## src/rtl/uart_rx_async.sv

```systemverilog
// Purpose: UART receive de-framer (start, 7/8 data bits, optional parity, 1 stop) with 16x oversampling and error flags.
// Latency: stop_strobe/rx_ready rise one clk after the baud tick that takes the mid-stop decision (rx line adds SYNC_STAGES clk).
// Backpressure: none on the line; a byte completing while rx_ready=1 sets overflow and keeps the unread byte.
// Build option: define UART_RX_MAJORITY_EN for 2-of-3 majority bit decisions (default: single mid-bit sample).
module uart_rx_async #(
  parameter int SYNC_STAGES = 2
) (
  input  logic       clk,
  input  logic       reset_n,
  input  logic       baud_clock,
  input  logic       rx,
  input  logic       bit8,
  input  logic       parity_en,
  input  logic       odd_n_even,
  input  logic       read_rx_byte,
  input  logic       clear_parity,
  input  logic       clear_framing,
  output logic [7:0] rx_byte,
  output logic       rx_ready,
  output logic       parity_err,
  output logic       framing_err,
  output logic       overflow,
  output logic       stop_strobe
);

  typedef enum logic [2:0] {
    IDLE   = 3'd0,
    START  = 3'd1,
    DATA   = 3'd2,
    PARITY = 3'd3,
    STOP   = 3'd4
  } state_t;

  logic [SYNC_STAGES-1:0] sync_q;
  logic                   rx_s;
  logic                   bit_val;

  state_t      state_q, state_d;
  logic [3:0]  samp_q, samp_d;
  logic [2:0]  bit_q, bit_d;
  logic [7:0]  data_q, data_d;
  logic        perr_q, perr_d;
  logic        wait_q, wait_d;
  logic        load;
  logic [2:0]  last_bit;
  logic [7:0]  byte_c;

  // Metastability synchroniser; idles high so reset never looks like a start bit.
  always_ff @(posedge clk or negedge reset_n) begin
    if (!reset_n) sync_q <= '1;
    else          sync_q <= {sync_q[SYNC_STAGES-2:0], rx};
  end

  assign rx_s = sync_q[SYNC_STAGES-1];

`ifdef UART_RX_MAJORITY_EN
  // Majority decisions are taken one tick after the nominal mid-bit point,
  // so the start check moves to 8 and the data/stop points wrap to 0.
  localparam logic [3:0] START_PT     = 4'd8;
  localparam logic [3:0] START_RELOAD = 4'd1;
  localparam logic [3:0] SAMPLE_PT    = 4'd0;

  logic [1:0] hist_q;

  // Keep the two previous baud-tick samples for the 2-of-3 vote.
  always_ff @(posedge clk or negedge reset_n) begin
    if (!reset_n)        hist_q <= 2'b11;
    else if (baud_clock) hist_q <= {hist_q[0], rx_s};
  end

  assign bit_val = (hist_q[1] & hist_q[0]) | (hist_q[1] & rx_s) | (hist_q[0] & rx_s);
`else
  localparam logic [3:0] START_PT     = 4'd7;
  localparam logic [3:0] START_RELOAD = 4'd0;
  localparam logic [3:0] SAMPLE_PT    = 4'd15;

  assign bit_val = rx_s;
`endif

  // 7-bit frames leave the first data bit in data_q[1]; bit7 reads as 0.
  assign last_bit = bit8 ? 3'd7 : 3'd6;
  assign byte_c   = bit8 ? data_q : {1'b0, data_q[7:1]};

  // De-framer state and counters; everything moves only on baud ticks.
  always_ff @(posedge clk or negedge reset_n) begin
    if (!reset_n) begin
      state_q <= IDLE;
      samp_q  <= 4'd0;
      bit_q   <= 3'd0;
      data_q  <= 8'd0;
      perr_q  <= 1'b0;
      wait_q  <= 1'b0;
    end else begin
      state_q <= state_d;
      samp_q  <= samp_d;
      bit_q   <= bit_d;
      data_q  <= data_d;
      perr_q  <= perr_d;
      wait_q  <= wait_d;
    end
  end

  // Next-state: walk start/data/parity/stop at the mid-bit sample points.
  always_comb begin
    state_d = state_q;
    samp_d  = samp_q;
    bit_d   = bit_q;
    data_d  = data_q;
    perr_d  = perr_q;
    wait_d  = wait_q;
    load    = 1'b0;
    if (baud_clock) begin
      samp_d = samp_q + 4'd1;
      if (rx_s) wait_d = 1'b0;
      case (state_q)
        IDLE: begin
          samp_d = 4'd0;
          // A line still low after a bad stop bit is a break, not a new start.
          if (!rx_s && !wait_q) state_d = START;
        end
        START: begin
          if (samp_q == START_PT) begin
            if (!bit_val) begin
              state_d = DATA;
              samp_d  = START_RELOAD;
              bit_d   = 3'd0;
              data_d  = 8'd0;
              perr_d  = 1'b0;
            end else begin
              state_d = IDLE;
            end
          end
        end
        DATA: begin
          if (samp_q == SAMPLE_PT) begin
            data_d = {bit_val, data_q[7:1]};
            bit_d  = bit_q + 3'd1;
            // >= so a mid-frame bit8 change still terminates the frame.
            if (bit_q >= last_bit) state_d = parity_en ? PARITY : STOP;
          end
        end
        PARITY: begin
          if (samp_q == SAMPLE_PT) begin
            perr_d  = bit_val ^ odd_n_even ^ (^data_q);
            state_d = STOP;
          end
        end
        STOP: begin
          if (samp_q == SAMPLE_PT) begin
            load    = 1'b1;
            state_d = IDLE;
            if (!bit_val) wait_d = 1'b1;
          end
        end
        default: state_d = IDLE;
      endcase
    end
  end

  // Host-facing byte register and sticky flags; a set wins over a same-cycle clear.
  always_ff @(posedge clk or negedge reset_n) begin
    if (!reset_n) begin
      rx_byte     <= 8'd0;
      rx_ready    <= 1'b0;
      parity_err  <= 1'b0;
      framing_err <= 1'b0;
      overflow    <= 1'b0;
      stop_strobe <= 1'b0;
    end else begin
      stop_strobe <= load;

      if (load) begin
        if (!rx_ready || read_rx_byte) rx_byte <= byte_c;
        rx_ready <= 1'b1;
      end else if (read_rx_byte) begin
        rx_ready <= 1'b0;
      end

      if (load && rx_ready && !read_rx_byte) overflow <= 1'b1;
      else if (read_rx_byte)                 overflow <= 1'b0;

      if (load && parity_en && perr_q) parity_err <= 1'b1;
      else if (clear_parity)           parity_err <= 1'b0;

      if (load && !bit_val)   framing_err <= 1'b1;
      else if (clear_framing) framing_err <= 1'b0;
    end
  end

endmodule

```

## config.mk

```make
export PLATFORM = sky130hd
export DESIGN_NAME = uart_rx_async
export DESIGN_NICKNAME = d
export VERILOG_FILES = /design/src/rtl/uart_rx_async.sv
export SDC_FILE = /design/constraint.sdc
export NUM_CORES = 1
export LEC_CHECK = 0
export CAP_MARGIN = 10
export CORE_UTILIZATION = 36
export CTS_BUF_LIST = sky130_fd_sc_hd__clkbuf_8
export CTS_CLUSTER_DIAMETER = 120
export CTS_CLUSTER_SIZE = 40
export DETAILED_ROUTE_END_ITERATION = 7
export GPL_TIMING_DRIVEN = 0
export SYNTH_ARGS = -nofsm -noshare
export SYNTH_HDL_FRONTEND = slang
export SYNTH_SLANG_ARGS = --single-unit
```

## constraint.sdc

```tcl
create_clock -name clk -period 4.4 [get_ports clk]
set_input_delay 0.88 -clock clk [delete_from_list [all_inputs] [get_ports clk]]
set_output_delay 0.88 -clock clk [all_outputs]
set_load 0.01 [all_outputs]
```

==> out/metrics.cfg <==
[power]
combPwrFrac_pct=25.8
power.density_nw_per_um2=372.4
p_leak_nw=0.9165
ir_drop_v=0.0001089
pwr-share-clk_pct=27.6
p_int_mw=0.5475
p_seq_share_pct=46.6
p_sw_mw=0.2468
switching_share_pct=31.07

[placed_design]
gp_congestion=0.8360
hpwl_mm=2.430
portBuffers=21
placed_area_sq_um=2052
post-place-ws_ns=1.819

[detailed_routing]
drt_iter0_drc=51
vias_per_cell=4.816
drcViolationCount=2
ant_nets=0
wire_per_inst_um=12.65
routed_wl_mm=3.504
vias=1334
firstDrtPassIters=6

[finish]
layout_common_cells=nand2_1 (33), dfrtp_1 (33), o21ai_0 (24)
final_area_sq_um=2133
n_fill_cell=455
antennaDiodeCount=0
nNetsFinal=222
drive_gt1_share_pct=8.095
syn_to_final_growth_pct=21.01

[worst_hold_path]
min_from=sync_q[0]
hold_depth=0
hold_class=reg -> reg
min_to=sync_q[1]

[cts]
cts.clk_slew.worst_paths_ns=0.06
cts-root-buf=clkbuf_8
hold_buffers=0
post_cts_buffers=0
cts.htree.levels=2
clock_sinks=35
cts_made_buffers=5
cts_tree=done
clockBufferDepth=2
clk_latency_ns=0.29
cts_resized=0

[worst_setup_path]
critPathLaunch=bit8
critPathLaunchType=primary input
critical_path_class=in -> reg
worstSetupEndpointType=register
rr_endpoint=state_q[1]
worstPathArrival_ns=2.48
r2r-start=samp_q[0]
required_ns=4.56
r2r_slack_ns=2.59
path_max_fanout=3
worstRegToRegCells=5

[die]
fp.dieArea_sq_um=5181
rows=25
io_pins=23
dieHeight_um=71.98
die_w_um=71.98
start_util_pct=37.32
core_sq_um=4723

[synth]
yosysWarnings=0
syn_inst=181
syn_area_sq_um=1763
synth.ff_latch_count=35
synth.distinct_cells=42
synth_nets=194
synth_seq_area_share_pct=49.82
syn_avg_cell_area_sq_um=9.740

[outcome]
violations=design-rule violations
status=complete, but fails checks

[timing]
finalSetupViolations=0
worst_pin_slew_ns=0.7776
whs_ns=0.3562
finalMaxSlewViolations=0
period_minus_slack_ns=2.311
setup_ws_ns=2.089
max_freq_ghz=0.4327
slew_headroom_pct=48.16
fin_crit_sh_pct=52.52
rsz0062_at_grt=no
finalHoldViolCount=0
tns_ns=0
skew_ns=0.009205

[global_routing]
grt_pass1_vias=1237
grt_max_degree=36
grt-ovfl-total=0
antenna_found_initial=0
gr-usage-all-layers_pct=15.19
grt_pass1_wl_mm=5.947

[job]
maxCapViolations=0

[stage by stage]
stage	util, %	cells	power, mW
2_1_floorplan	-	181	0.5290
3_3_place_gp	43.55	269	0.5795
3_5_place_dp	43.44	269	0.5823
4_1_cts	45.17	277	0.8045
5_1_grt	45.17	277	0.8472
6_report	45.17	277	0.7944
[worst max-delay path, cell delays in order]
cell and delay [ns]:
clkdlybuf4s50_1 0.45, ha_1 0.30, nand2b_1 0.12, nand3_1 0.08, a311o_1 0.32, mux2_1 0.33
[routing by layer]
metal / part of all wire [%] / wire [um] / GRT usage [%]
met5: 0 / 0 / 0
met1: 49 / 1726 / 20.69
met2: 43 / 1521 / 21.07
met4: 3.2 / 112 / 8.279
met3: 4.1 / 144 / 5.278
[power groups by stage]
stage	Clock [mW]	Sequential, mW	Combinational, mW
after floorplan	0	0.371	0.158
after global placement	0	0.376	0.204
after detailed placement	0	0.376	0.206
after CTS	0.227	0.370	0.207
after global routing	0.242	0.375	0.230
final	0.219	0.370	0.205
[cell type report]
type	instances	area (sq um)	share of cell area, %
multi-input combinational	126	793.3	37.18
sequential	35	878.3	41.17
buffer	12	61.31	2.874
timing repair buffer	21	205.2	9.619
inverter	8	30.03	1.408
clock buffer	5	68.82	3.226
clock inverter	3	12.51	0.5865
tap	67	83.83	3.930
[sequential cells by signal, summed over array words and instances, names as in the netlist, 2 cells and up]
register  cells
state_q       3
rx_byte       8
data_q        8
samp_q        4
bit_q         3
sync_q        2
[synthesized netlist by cell type (all sizes together)]
cell type / count / share of area (%)
nor3b: 1 / 0.43
nor2: 5 / 1.1
o22ai: 2 / 0.71
o211ai: 1 / 0.43
a21oi: 5 / 1.4
o21ai: 24 / 6.8
and2: 1 / 0.36
and3: 1 / 0.36
o2bb2ai: 1 / 0.50
nand2: 33 / 7.0
nand2b: 4 / 1.4
a211oi: 1 / 0.43
nand4bb: 1 / 0.64
a211o: 1 / 0.50
nor4: 1 / 0.36
and4bb: 1 / 0.71
ha: 3 / 2.1
nor2b: 2 / 0.71
dfstp: 2 / 3.0
inv: 8 / 1.7
nor3: 2 / 0.57
xnor2: 7 / 3.5
and3b: 1 / 0.50
o31ai: 1 / 0.43
dfrtp: 33 / 47
a311o: 1 / 0.57
mux2i: 8 / 4.5
o41ai: 1 / 0.50
and4b: 1 / 0.57
buf: 7 / 2.4
xnor3: 1 / 1.3
clkbuf: 5 / 1.1
xor2: 2 / 0.99
nand3: 6 / 1.7
and4: 1 / 0.50
nor4b: 1 / 0.50
nand4: 1 / 0.36
mux2: 4 / 2.6
[kinds of logic (layout without fill, tap and decap cells)]
kind of cell | after synthesis | after routing | share of synthesized area [%]
mux | 12 | 12 | 7.097
fa+ha+maj | 3 | 3 | 2.129
simple gates | 63 | 63 | 17.74
compound gates | 38 | 38 | 12.28
flops | 35 | 35 | 49.82
xor+xnor | 10 | 10 | 5.749
buf+inv | 20 | 49 | 5.181
[how the worst max path moves through the flow]
stage,cells after the start,to,slack (ns)
floorplan,5,state_q[0],2.39
global route,6,state_q[0],2.02
finish,6,state_q[1],2.09
CTS,6,state_q[1],2.08
detailed placement,6,state_q[1],1.82
global placement,1,samp_q[1],1.66
Power figures use the tool's default switching activity.
